<file path="config.mk">
export PLATFORM = sky130hd
export DESIGN_NAME = memory_req_frontend
export DESIGN_NICKNAME = d
export VERILOG_FILES = /design/src/rtl/memory_pkg.sv /design/src/rtl/memory_req_fifo.sv /design/src/rtl/memory_req_frontend.sv
export SDC_FILE = /design/constraint.sdc
export NUM_CORES = 1
export LEC_CHECK = 0
export BUFFER_PORTS_ARGS = -buffer_cell sky130_fd_sc_hd__buf_2
export CORE_MARGIN = 5
export CORE_UTILIZATION = 43
export DETAILED_ROUTE_END_ITERATION = 16
export PLACE_DENSITY_LB_ADDON = 0.1
export SYNTH_ARGS = -nofsm -noshare
export SYNTH_HDL_FRONTEND = slang
export SYNTH_HIERARCHICAL = 1
export SYNTH_SLANG_ARGS = --single-unit
</file>
<file path="constraint.sdc">
create_clock -name clk -period 7.1 [get_ports clk]
set_input_delay 1.065 -clock clk [delete_from_list [all_inputs] [get_ports clk]]
set_output_delay 1.065 -clock clk [all_outputs]
set_load 0.005 [all_outputs]
</file>
<file path="src/rtl/memory_pkg.sv">
// Shared types for the memory request front-end: memory read flavour, FSM states
// and the buffered request record.
package memory_pkg;

    typedef enum logic {
        ASYNC_READ = 1'b0,
        SYNC_READ  = 1'b1
    } read_type_t;

    typedef enum logic [1:0] {
        IDLE = 2'd0,
        WAIT = 2'd1,
        RSP  = 2'd2
    } fsm_t;

    // req_t is sized by these; front-end width parameters default to them.
    localparam int unsigned REQ_ADDR_WIDTH = 8;
    localparam int unsigned REQ_DATA_WIDTH = 32;

    typedef struct packed {
        logic                      write;
        logic [REQ_ADDR_WIDTH-1:0] addr;
        logic [REQ_DATA_WIDTH-1:0] data;
    } req_t;

endpackage

</file>
<file path="src/rtl/memory_req_fifo.sv">
// Request FIFO with a separate occupancy counter; a same-cycle pop never frees a slot
// for the push, so there is no full pass-through.
module memory_req_fifo #(
    parameter int unsigned DATA_WIDTH = 32,
    parameter int unsigned ADDR_WIDTH = 8,
    parameter int unsigned REQ_DEPTH  = 4
) (
    input  logic                               clk,
    input  logic                               rst,
    input  logic                               i_push,
    input  logic [1+ADDR_WIDTH+DATA_WIDTH-1:0] i_data,
    input  logic                               i_pop,
    output logic [1+ADDR_WIDTH+DATA_WIDTH-1:0] o_head,
    output logic                               o_full,
    output logic                               o_empty
);

    localparam int unsigned ENTRY_W = 1 + ADDR_WIDTH + DATA_WIDTH;
    localparam int unsigned PTR_W   = $clog2(REQ_DEPTH);

    logic [ENTRY_W-1:0] r_mem [REQ_DEPTH];
    logic [PTR_W:0]     r_wr_ptr;
    logic [PTR_W:0]     r_rd_ptr;
    logic [PTR_W:0]     r_count;
    logic               w_push;
    logic               w_pop;

    assign o_full  = (r_count == (PTR_W+1)'(REQ_DEPTH));
    assign o_empty = (r_count == '0);
    assign w_push  = i_push && !o_full;
    assign w_pop   = i_pop && !o_empty;
    assign o_head  = r_mem[r_rd_ptr[PTR_W-1:0]];

    always_ff @(posedge clk) begin
        if (rst) begin
            r_wr_ptr <= '0;
            r_rd_ptr <= '0;
            r_count  <= '0;
        end else begin
            if (w_push) begin
                r_wr_ptr <= r_wr_ptr + 1'b1;
            end
            if (w_pop) begin
                r_rd_ptr <= r_rd_ptr + 1'b1;
            end
            if (w_push && !w_pop) begin
                r_count <= r_count + 1'b1;
            end else if (w_pop && !w_push) begin
                r_count <= r_count - 1'b1;
            end
        end
    end

    always_ff @(posedge clk) begin
        if (w_push) begin
            r_mem[r_wr_ptr[PTR_W-1:0]] <= i_data;
        end
    end

endmodule

</file>
<file path="src/rtl/memory_req_frontend.sv">
// Buffers read/write requests and serialises them onto the memory port, one op per
// cycle; the read address parks whenever no read is issued.
module memory_req_frontend
    import memory_pkg::*;
#(
    parameter int unsigned              DATA_WIDTH = REQ_DATA_WIDTH,
    parameter int unsigned              ADDR_WIDTH = REQ_ADDR_WIDTH,
    parameter int unsigned              REQ_DEPTH  = 4,
    parameter read_type_t               MEM_TYPE   = ASYNC_READ,
    parameter logic [ADDR_WIDTH-1:0]    PARK_ADDR  = '1
) (
    input  logic                  clk,
    input  logic                  rst,
    input  logic                  req_valid,
    output logic                  req_ready,
    input  logic                  req_write,
    input  logic [ADDR_WIDTH-1:0] req_addr,
    input  logic [DATA_WIDTH-1:0] req_data,
    output logic                  rsp_valid,
    input  logic                  rsp_ready,
    output logic [DATA_WIDTH-1:0] rsp_data,
    output logic                  mem_write_en,
    output logic [ADDR_WIDTH-1:0] mem_write_addr,
    output logic [DATA_WIDTH-1:0] mem_write_data,
    output logic [ADDR_WIDTH-1:0] mem_read_addr,
    input  logic [DATA_WIDTH-1:0] mem_read_data
);

    fsm_t                  r_state;
    fsm_t                  w_state_next;
    req_t                  w_req;
    req_t                  w_head;
    logic                  w_full;
    logic                  w_empty;
    logic                  w_issue_wr;
    logic                  w_issue_rd;
    logic                  w_capture;
    logic [DATA_WIDTH-1:0] r_rsp_data;

    assign w_req = '{write: req_write, addr: req_addr, data: req_data};

    memory_req_fifo #(
        .DATA_WIDTH (DATA_WIDTH),
        .ADDR_WIDTH (ADDR_WIDTH),
        .REQ_DEPTH  (REQ_DEPTH)
    ) u_fifo (
        .clk     (clk),
        .rst     (rst),
        .i_push  (req_valid),
        .i_data  (w_req),
        .i_pop   (w_issue_wr || w_issue_rd),
        .o_head  (w_head),
        .o_full  (w_full),
        .o_empty (w_empty)
    );

    assign req_ready = !w_full;

    always_ff @(posedge clk) begin
        if (rst) begin
            r_state <= IDLE;
        end else begin
            r_state <= w_state_next;
        end
    end

    always_comb begin
        w_state_next = r_state;
        case (r_state)
            IDLE: begin
                if (w_issue_rd) begin
                    w_state_next = (MEM_TYPE == SYNC_READ) ? WAIT : RSP;
                end
            end
            WAIT:    w_state_next = RSP;
            RSP: begin
                if (rsp_ready) begin
                    w_state_next = IDLE;
                end
            end
            default: w_state_next = IDLE;
        endcase
    end

    // Writes drain even while a response is held; reads need an idle response slot.
    always_comb begin
        w_issue_wr = 1'b0;
        w_issue_rd = 1'b0;
        if (!w_empty && r_state != WAIT) begin
            if (w_head.write) begin
                w_issue_wr = 1'b1;
            end else if (r_state == IDLE) begin
                w_issue_rd = 1'b1;
            end
        end
        mem_write_en   = w_issue_wr;
        mem_write_addr = w_issue_wr ? w_head.addr : '0;
        mem_write_data = w_issue_wr ? w_head.data : '0;
        mem_read_addr  = w_issue_rd ? w_head.addr : PARK_ADDR;
        rsp_valid      = (r_state == RSP);
    end

    assign w_capture = (r_state == WAIT) ||
                       (w_issue_rd && MEM_TYPE == ASYNC_READ);

    always_ff @(posedge clk) begin
        if (rst) begin
            r_rsp_data <= '0;
        end else if (w_capture) begin
            r_rsp_data <= mem_read_data;
        end
    end

    assign rsp_data = r_rsp_data;

`ifndef SYNTHESIS
    a_req_stable: assert property (@(posedge clk) disable iff (rst)
        req_valid && !req_ready |=> req_valid && $stable(req_write) &&
        $stable(req_addr) && $stable(req_data));

    a_rsp_stable: assert property (@(posedge clk) disable iff (rst)
        rsp_valid && !rsp_ready |=> rsp_valid && $stable(rsp_data));

    a_read_park: assert property (@(posedge clk) disable iff (rst)
        !w_issue_rd |-> mem_read_addr == PARK_ADDR);
`endif

endmodule

</file>
==> results of run 1 <==
==> where the power goes <==
| part | internal (mW) | leakage, nW | total (mW) | switching (mW) |
|---|---|---|---|---|
| sequential | 1.47 | 1.85 | 1.61 | 0.139 |
| clock | 0.660 | 0.341 | 1.09 | 0.435 |
| combinational | 0.471 | 1.44 | 0.979 | 0.507 |
==> cells by family (layout without fill, tap and decap cells) <==
group | after synthesis | count (layout)
flip-flops | 206 | 206
AND/OR/NAND/NOR | 99 | 99
AO/OA/AOI/OAI | 72 | 72
buffers and inverters | 46 | 212
multiplexers | 43 | 43
adder cells (fa/ha/maj) | 6 | 6
XOR/XNOR | 4 | 4
other | 0 | 1
==> area by class of cell <==
| class | instances | area [sq um] |
|---|---|---|
| diodes | 1 | 2.50 |
| clock buffers | 26 | 587 |
| clock inverters | 13 | 111 |
| fillers | 1573 | 8880 |
| inverters | 6 | 22.5 |
| multi-input cells | 224 | 2270 |
| flip-flops and latches | 206 | 5770 |
| well taps | 260 | 325 |
| repair buffers | 167 | 856 |
==> layer usage <==
metal  share of wire [%]  vias up  wire, um  global-route usage (%)
met5                0.16        -        27                       0
met4                 2.5        4       423                    4.26
met3                 5.4       35       930                    3.49
met2                  49      120      8380                    25.7
met1                  43     2339      7370                    20.1
li1                    -     2190         -                       -
==> synth_stat cells (3+ instances only) <==
cell type  instances  area [sq um]
ha_1               5          62.6
clkbuf_1          16          60.1
dfxtp_1           42           841
xor2_1             4          35.0
nand2b_1          10          62.6
mux4_2            41           923
nor2_1             5          18.8
inv_1              5          18.8
buf_6              3          33.8
and2_1            44           275
o31ai_1           32           240
buf_2             14          70.1
buf_12             4          80.1
buf_1              3          11.3
edfxtp_1         164          4920
or4b_1            32           320
a21oi_1           35           175
==> cell usage in the layout, fill, tap and decap left out, types with 3 or more instances in the layout <==
cell,Yosys,routed
clkbuf_1,16,3
clkbuf_16,0,23
and2_1,44,40
edfxtp_1,164,164
xor2_1,4,4
mux4_2,41,41
inv_1,5,5
clkinv_1,0,6
nand2b_1,10,10
a21oi_1,35,35
nor2_1,5,5
buf_2,14,159
clkinv_2,0,3
buf_4,0,8
o31ai_1,32,32
dfxtp_1,42,39
or4b_1,32,32
ha_1,5,5
and2_2,0,4
==> sequential cells by signal (all words and copies together), names as in the netlist, named ones only <==
name / cells
u_fifo/r_rd_ptr: 2
r_state: 1
u_fifo/r_wr_ptr: 2
u_fifo/r_mem: 164
rsp_data: 32
u_fifo/r_count: 3
==> worst min path at each step <==
stage               cells after the start            to  slack [ns]
floorplan                               2   rsp_data[0]        0.46
global placement                        2   rsp_data[1]        0.45
detailed placement                      2   rsp_data[8]        0.47
CTS                                     2   rsp_data[8]        0.48
global route                            2  rsp_data[31]        0.48
finish                                  2  rsp_data[21]        0.47
==> critical path: stages, from the launching register on <==
cell      delay [ns]
dfxtp_4         0.92
mux4_2          0.61
buf_4           0.33
nor3_4          0.39
nand2b_1        0.11
buf_2           0.14
==> per-stage QoR <==
stage	hold WS (ns)	cell area, sq um	utilization, %	instances
floorplan	0.465	8300	-	476
global placement	0.452	9250	49.1	863
detailed placement	0.467	9250	49.1	863
CTS	0.475	9940	52.8	902
global route	0.484	9950	52.8	903
finish	0.472	9950	52.8	903
==> flow_summary.yaml, run 1 <==
floorplanning:
  die_x_um: 149
  die_y_um: 149
  die_area_sq_mm: 0.0222
  io_pins: 160
  core_sq_mm: 0.0188
  start_util_pct: 44.1
  placementRows: 50
cells_and_area:
  nets: 710
  area_growth_pct: 19.8
  layout-drive-gt1-share_pct: 39.1
synth:
  synth_xor_area_share_pct: 0.422
  ys_types: 31
  async_flop_share_pct: 0
  avgSynthCellArea_sq_um: 17.4
  yosysWarnings: 6
  synthMuxAreaShare_pct: 11.4
  syn_inst: 476
  synth_seq_cells: 206
  syn-num-nets: 559
  synth_top_family_by_area: "multiplexers"
  synthAdderAreaFrac_pct: 0.994
  synthSimpleGateAreaFrac_pct: 8.95
  synth_edf_count: 164
  synth_compound_area_share_pct: 5.50
  synth_seq_area_share_pct: 69.4
  synthesis.area_sq_mm: 0.00830
  ys.flop_type: "edfxtp_1"
worst_setup_path:
  critPathCaptureType: "primary output"
  r2r_setup_slack_ns: 3.50
  cp_max_fo: 66
  worstRegToRegCells: 11
  cp-start-kind: "flop"
  crit_end: "mem_read_addr[0]"
  critPathRequiredTime_ns: 6.03
  crit_type: "flop to primary output"
  crit_arrival_ns: 3.03
  r2r_end: "u_fifo/r_count[2]"
timing:
  slew_violations: 0
  fin_crit_sh_pct: 57.6
  finalSetupViolations: 0
  period_minus_slack_ns: 4.09
  finalHoldViolations: 0
  fmax_mhz: 244
  clock_skew_ns: 0.00934
  worstMarginPinSlew_ns: 1.14
  relSlewSlack_pct: 23.7
  rsz0062_at_grt: "no"
  tns_ns: 0
  setup_slack_ns: 3.01
flow_run:
  drv_cap: 0
clock_tree:
  htreeDepth: 1
  ctsHoldBuffers: 0
  cts.sinks: 206
  clock_path_buffers: 3
  cts_tree: "done"
  numCtsBuffers: 22
  clkLatencyLatePin_ns: 0.49
  cts.repair.resized: 0
  path_clk_slew_ns: 0.06
  cts_setup_buffers: 0
  root_buffer: "clkbuf_16"
detailed_routing:
  first_pass_iters: 4
  drc: 0
  vias_per_cell: 5.19
  drtAntennaViolNets: 0
  vias: 4688
  drt_iter0_drc: 283
  totalWireLength_um: 17100
  wl_per_cell_um: 19.0
power:
  p_per_area_mw_per_mm2: 370
  ir_drop_mv: 0.191
  leakage_nw: 3.63
  total_power_mw: 3.68
place:
  dpl_worst_slack_ns: 3.43
  port_buffers: 159
  dpl.hpwl_um: 10400
  gp_congestion: 0.804
global_routing:
  grt.total_usage_pct: 15.3
  overflow: 0
  grt_pass1_vias: 4929
  grt_start_max_net_pins: 68
  antenna_found_initial: 3
  grt_pass1_wl_um: 26700
worst_hold_path:
  hp-class: "flop to flop"
  min-delay-start: "rsp_data[21]"
outcome:
  outcome: "finished clean"
Power figures use the tool's default switching activity.
==> run 2, diff against run 1 <==
Clock period 7.1 ns to 4.3 ns, I/O delays scaled along.
==> flow_summary.yaml, run 2 (synthesis results as in run 1) <==
outcome:
  outcome: "finished clean"
timing:
  slew_violations: 0
  whs_ns: 0.359
  finalSetupViolations: 0
  clock_skew_ns: 0.00637
  fmax_mhz: 313
  rsz0062_at_grt: "no"
  finalHoldViolations: 0
  fin_crit_sh_pct: 74.4
  relSlewSlack_pct: 41.2
  period_minus_slack_ns: 3.20
  worstMarginPinSlew_ns: 0.882
  tns_ns: 0
floorplanning:
  io_pins: 160
  die_area_sq_mm: 0.0222
  die_x_um: 149
  core_sq_mm: 0.0188
  die_y_um: 149
  start_util_pct: 44.1
  placementRows: 50
clock_tree:
  htreeDepth: 1
  ctsHoldBuffers: 0
  clkLatencyLatePin_ns: 0.50
  cts.repair.resized: 0
  cts_tree: "done"
  cts_setup_buffers: 0
  clock_path_buffers: 3
  path_clk_slew_ns: 0.06
  numCtsBuffers: 23
  root_buffer: "clkbuf_16"
  cts.sinks: 206
worst_setup_path:
  crit_type: "flop to primary output"
  r2r_setup_slack_ns: 1.42
  cp_max_fo: 67
  cp-start-kind: "flop"
  crit_top_cell: "buf_4"
  critPathRequiredTime_ns: 3.65
  crit_arrival_ns: 2.55
  worstRegToRegCells: 11
  critPathMaxStageDelay_ns: 0.52
  crit_chain: "mux4_2 > buf_4 > and2b_1 > buf_4 > and2_1 > buf_2"
  critPathCaptureType: "primary output"
  worst_path_max_delay_cell: "buf_4"
global_routing:
  grt.total_usage_pct: 15.3
  overflow: 0
  grt_pass1_vias: 4940
  grt_start_max_net_pins: 68
  grt_pass1_wl_um: 26800
  antenna_found_initial: 5
detailed_routing:
  first_pass_iters: 4
  vias_per_cell: 5.14
  vias: 4669
  drtAntennaViolNets: 0
  wl_per_cell_um: 18.9
  drt_iter0_drc: 179
  totalWireLength_um: 17100
  drc: 0
cells_and_area:
  area_growth_pct: 20.6
  finalInstanceArea_sq_mm: 0.0100
  nFillCells: 1544
  nets: 713
  layout-drive-gt1-share_pct: 39.8
  final_cell_mix: "edfxtp_1, buf_2, mux4_2, and2_1, dfxtp_1"
  final_common_cell: "edfxtp_1"
  largest_reg_flops: 164
power:
  leakage_nw: 3.67
  total_power_mw: 6.18
  p_per_area_mw_per_mm2: 618
  ir_drop_mv: 0.420
worst_hold_path:
  hold_depth: 1
  hp-class: "input port to flop"
place:
  gp_congestion: 0.740
  placed_area_sq_mm: 0.00926
  dpl.hpwl_um: 10600
  port_buffers: 159
flow_run:
  drv_cap: 0
run 2: cell count changes in the layout (fill, tap and decap cells not counted), sizes merged:
cell,delta
buf,+2
clkinv,+2
bufinv,+1
clkbuf,-1
clkinvlp,-1
diode,+1
inv,+1
run 2: path summary, 6_finish.rpt:
path	from	to
min reg2reg	rsp_data[16]	rsp_data[16]
max	flop	mem_write_data[5]
max reg2reg	flop	u_fifo/r_count[2]
min	req_data[27]	u_fifo/r_mem[3][27]
run 2: per-stage QoR:
stage	cells	setup WS [ns]	util, %
after CTS	906	1.05	53.1
final	908	1.10	53.2
after detailed placement	865	1.44	49.2
after global routing	908	0.905	53.2
after global placement	865	1.56	49.2
after floorplan	476	1.42	-
run 2: critical path, delay by kind of cell, from the launching register on:
| kind | cells | cell delay, ns |
|---|---|---|
| buffers and inverters | 3 | 0.97 |
| DFF | 1 | 0.35 |
| muxes | 1 | 0.32 |
| and+or+nand+nor | 2 | 0.41 |
run 2: routing by layer:
| metal | routed length, um | global-route usage [%] | vias to the layer above |
|---|---|---|---|
| li1 | - | - | 2208 |
| met5 | 40 | 0 | - |
| met4 | 431 | 5.03 | 6 |
| met3 | 1010 | 3.83 | 39 |
| met2 | 8270 | 25.1 | 120 |
| met1 | 7380 | 20.1 | 2296 |
run 2: layout make-up:
type                            instances  area, sq um  area share [%]
Tap cell                              260          325            3.25
Clock buffer                           25          593            5.92
Timing Repair Buffer                  169          871            8.70
Inverter                                6         22.5           0.225
Sequential cell                       206         5770            57.7
Clock inverter                         16          151            1.51
Antenna cell                            2         5.00          0.0500
Multi-Input combinational cell        224         2270            22.7
run 2: where the power goes:
group / internal, mW / switching [mW]
sequential: 2.42 / 0.105
clock: 1.17 / 0.733
combinational: 0.785 / 0.970
total: 4.38 / 1.81
==> run 3, diff against run 2 <==
Settings changed: ABC_AREA set to 1.
Clock period 4.3 ns to 3.1 ns, I/O delays scaled along.
==> flow_summary.yaml, run 3 <==
floorplanning:
  placementRows: 51
  start_util_pct: 43.7
  die_x_um: 151
  die_area_sq_mm: 0.0228
  core_sq_mm: 0.0195
  io_pins: 160
  die_y_um: 151
clock_tree:
  path_clk_slew_ns: 0.06
  htreeDepth: 1
  root_buffer: "clkbuf_16"
  clock_path_buffers: 3
  clkLatencyLatePin_ns: 0.50
  numCtsBuffers: 23
  cts_tree: "done"
  cts.sinks: 206
  ctsHoldBuffers: 0
detailed_routing:
  wl_per_cell_um: 15.7
  drc: 0
  drtAntennaViolNets: 0
  wl_met3_um: 890
  highest_layer: "met4"
  drt_iter0_drc: 321
  vias: 5897
  totalWireLength_um: 19000
  vias_per_cell: 4.87
  wl_met2_um: 9560
  first_pass_iters: 4
  wl_met1_um: 8250
cells_and_area:
  fin_util_pct: 52.1
  nets: 1014
  finalNonFillerCells: 1212
  nFillCells: 1847
  final_cell_mix: "edfxtp_1, buf_2, nor2_1, inv_1, nand2_1"
  final_common_cell: "edfxtp_1"
  area_growth_pct: 19.0
  layout-drive-gt1-share_pct: 26.4
  largest_reg_flops: 164
  finalInstanceArea_sq_mm: 0.0102
synth:
  synth_xor_area_share_pct: 0
  yosysMostFrequentCell: "edfxtp_1"
  synth_edf_count: 164
  synth_top_area_cell: "edfxtp_1"
  syn_inst: 781
  synthesis.area_sq_mm: 0.00854
  async_flop_share_pct: 0
  synth_seq_cells: 206
  synthMuxAreaShare_pct: 0
  avgSynthCellArea_sq_um: 10.9
  ys_types: 22
  synth_top_family_by_area: "simple AND/OR/NAND/NOR gates"
  netlist.area_leader.share_pct: 57.7
  synth_seq_area_share_pct: 67.5
  synth_compound_area_share_pct: 10.2
  synthSimpleGateAreaFrac_pct: 13.2
  synth.area.top_cells: "edfxtp_1, dfxtp_1, nor2_1"
  syn-num-nets: 864
  yosysWarnings: 6
  ys.flop_type: "edfxtp_1"
  netlist_top_cells_count: "edfxtp_1, nor2_1, inv_1, nand2_1, o21ai_1"
  synthAdderAreaFrac_pct: 0.967
place:
  dpl.hpwl_um: 11400
  dpl_worst_slack_ns: 0.702
  port_buffers: 159
  dpl.cell_count: 1171
  gp_congestion: 0.713
  placed_area_sq_mm: 0.00950
power:
  p_per_area_mw_per_mm2: 938
  ir_drop_mv: 0.521
  total_power_mw: 9.54
  leakage_nw: 4.24
global_routing:
  grt.total_usage_pct: 16.3
  antenna_found_initial: 1
  grt_pass1_wl_um: 29500
  overflow: 0
  grt_pass1_vias: 5466
  grt_start_max_net_pins: 81
timing:
  setup_slack_ns: 0.220
  fin_crit_sh_pct: 92.9
  whs_ns: 0.145
  slew_violations: 0
  tns_ns: 0
  finalHoldViolations: 0
  relSlewSlack_pct: 31.5
  clock_skew_ns: 0.00961
  rsz0062_at_grt: "no"
  worstMarginPinSlew_ns: 1.03
  finalSetupViolations: 0
  fmax_mhz: 347
  period_minus_slack_ns: 2.88
worst_setup_path:
  crit_top_cell: "inv_2"
  critPathMaxStageDelay_ns: 0.34
  crit_family: "buffers and inverters"
  crit_arrival_ns: 2.42
  worst_path_max_delay_cell: "buf_4"
  critPathRequiredTime_ns: 2.63
  cp_max_fo: 41
  crit_buf_inv: 4
  crit_type: "flop to primary output"
  crit_chain: "inv_2 > o21ai_0 > o22ai_1 > inv_2 > or2_2 > buf_4 > nor2_1 > buf_2"
  path_depth: 8
  worstRegToRegCells: 12
  cp-start-kind: "flop"
  critPathCaptureType: "primary output"
worst_hold_path:
  hold_depth: 2
  min-delay-start: "rst"
  hp-class: "input port to flop"
flow_run:
  drv_cap: 0
outcome:
  outcome: "finished clean"
-- run 3: cell types whose count changed after synthesis, moves of 41 or more --
cell / previous run / this run
inv_1: 5 / 94
and2_1: 44 / 0
mux4_2: 41 / 0
o21ai_1: 0 / 47
nor2_1: 5 / 126
nand2_1: 0 / 55
o22ai_1: 0 / 41
-- run 3: final timing paths --
path | end | slack (ns)
setup reg to reg | u_fifo/r_count[1] | 0.68
setup / recovery | mem_write_addr[7] | 0.22
hold reg to reg | rsp_data[17] | 0.48
hold / removal | r_state[1] | 0.14
-- run 3: layout make-up --
class / instances / area [sq um] / share of cell area [%]
antenna: 1 / 2.50 / 0.0246
clock buffer: 29 / 598 / 5.88
clock inverter: 11 / 56.3 / 0.554
inverter: 98 / 368 / 3.62
multi-input combinational: 430 / 2120 / 20.8
sequential: 206 / 5770 / 56.7
tap: 265 / 332 / 3.26
timing repair buffer: 172 / 922 / 9.07
-- run 3: where the power goes --
group	switching (mW)	internal, mW
clock network	1.01	1.36
registers	0.168	3.47
logic	2.30	1.23
-- run 3: worst register-to-register path: cells and delay by family (launching register included) --
| kind | cells | cell delay, ns |
|---|---|---|
| buffers and inverters | 3 | 0.43 |
| adders and majority gates | 2 | 0.60 |
| AOI/OAI and AO/OA | 4 | 0.50 |
| and+or+nand+nor | 3 | 0.45 |
| DFF | 1 | 0.33 |
-- run 3: kinds of logic after synthesis --
| family | after synthesis |
|---|---|
| fa+ha+maj | 6 |
| flops | 206 |
| compound gates | 164 |
| simple gates | 260 |
| buf+inv | 145 |
-- run 3: timing repair --
action	CTS	global route
resized for setup	0	1
setup buffers	0	0
setup endpoints to repair	0	1
-- run 3: routing by layer --
metal,GRT usage [%],vias to the layer above
li1,-,2942
met1,22.1,2830
met2,27.4,102
met3,2.69,23
met4,4.40,0
met5,0,-
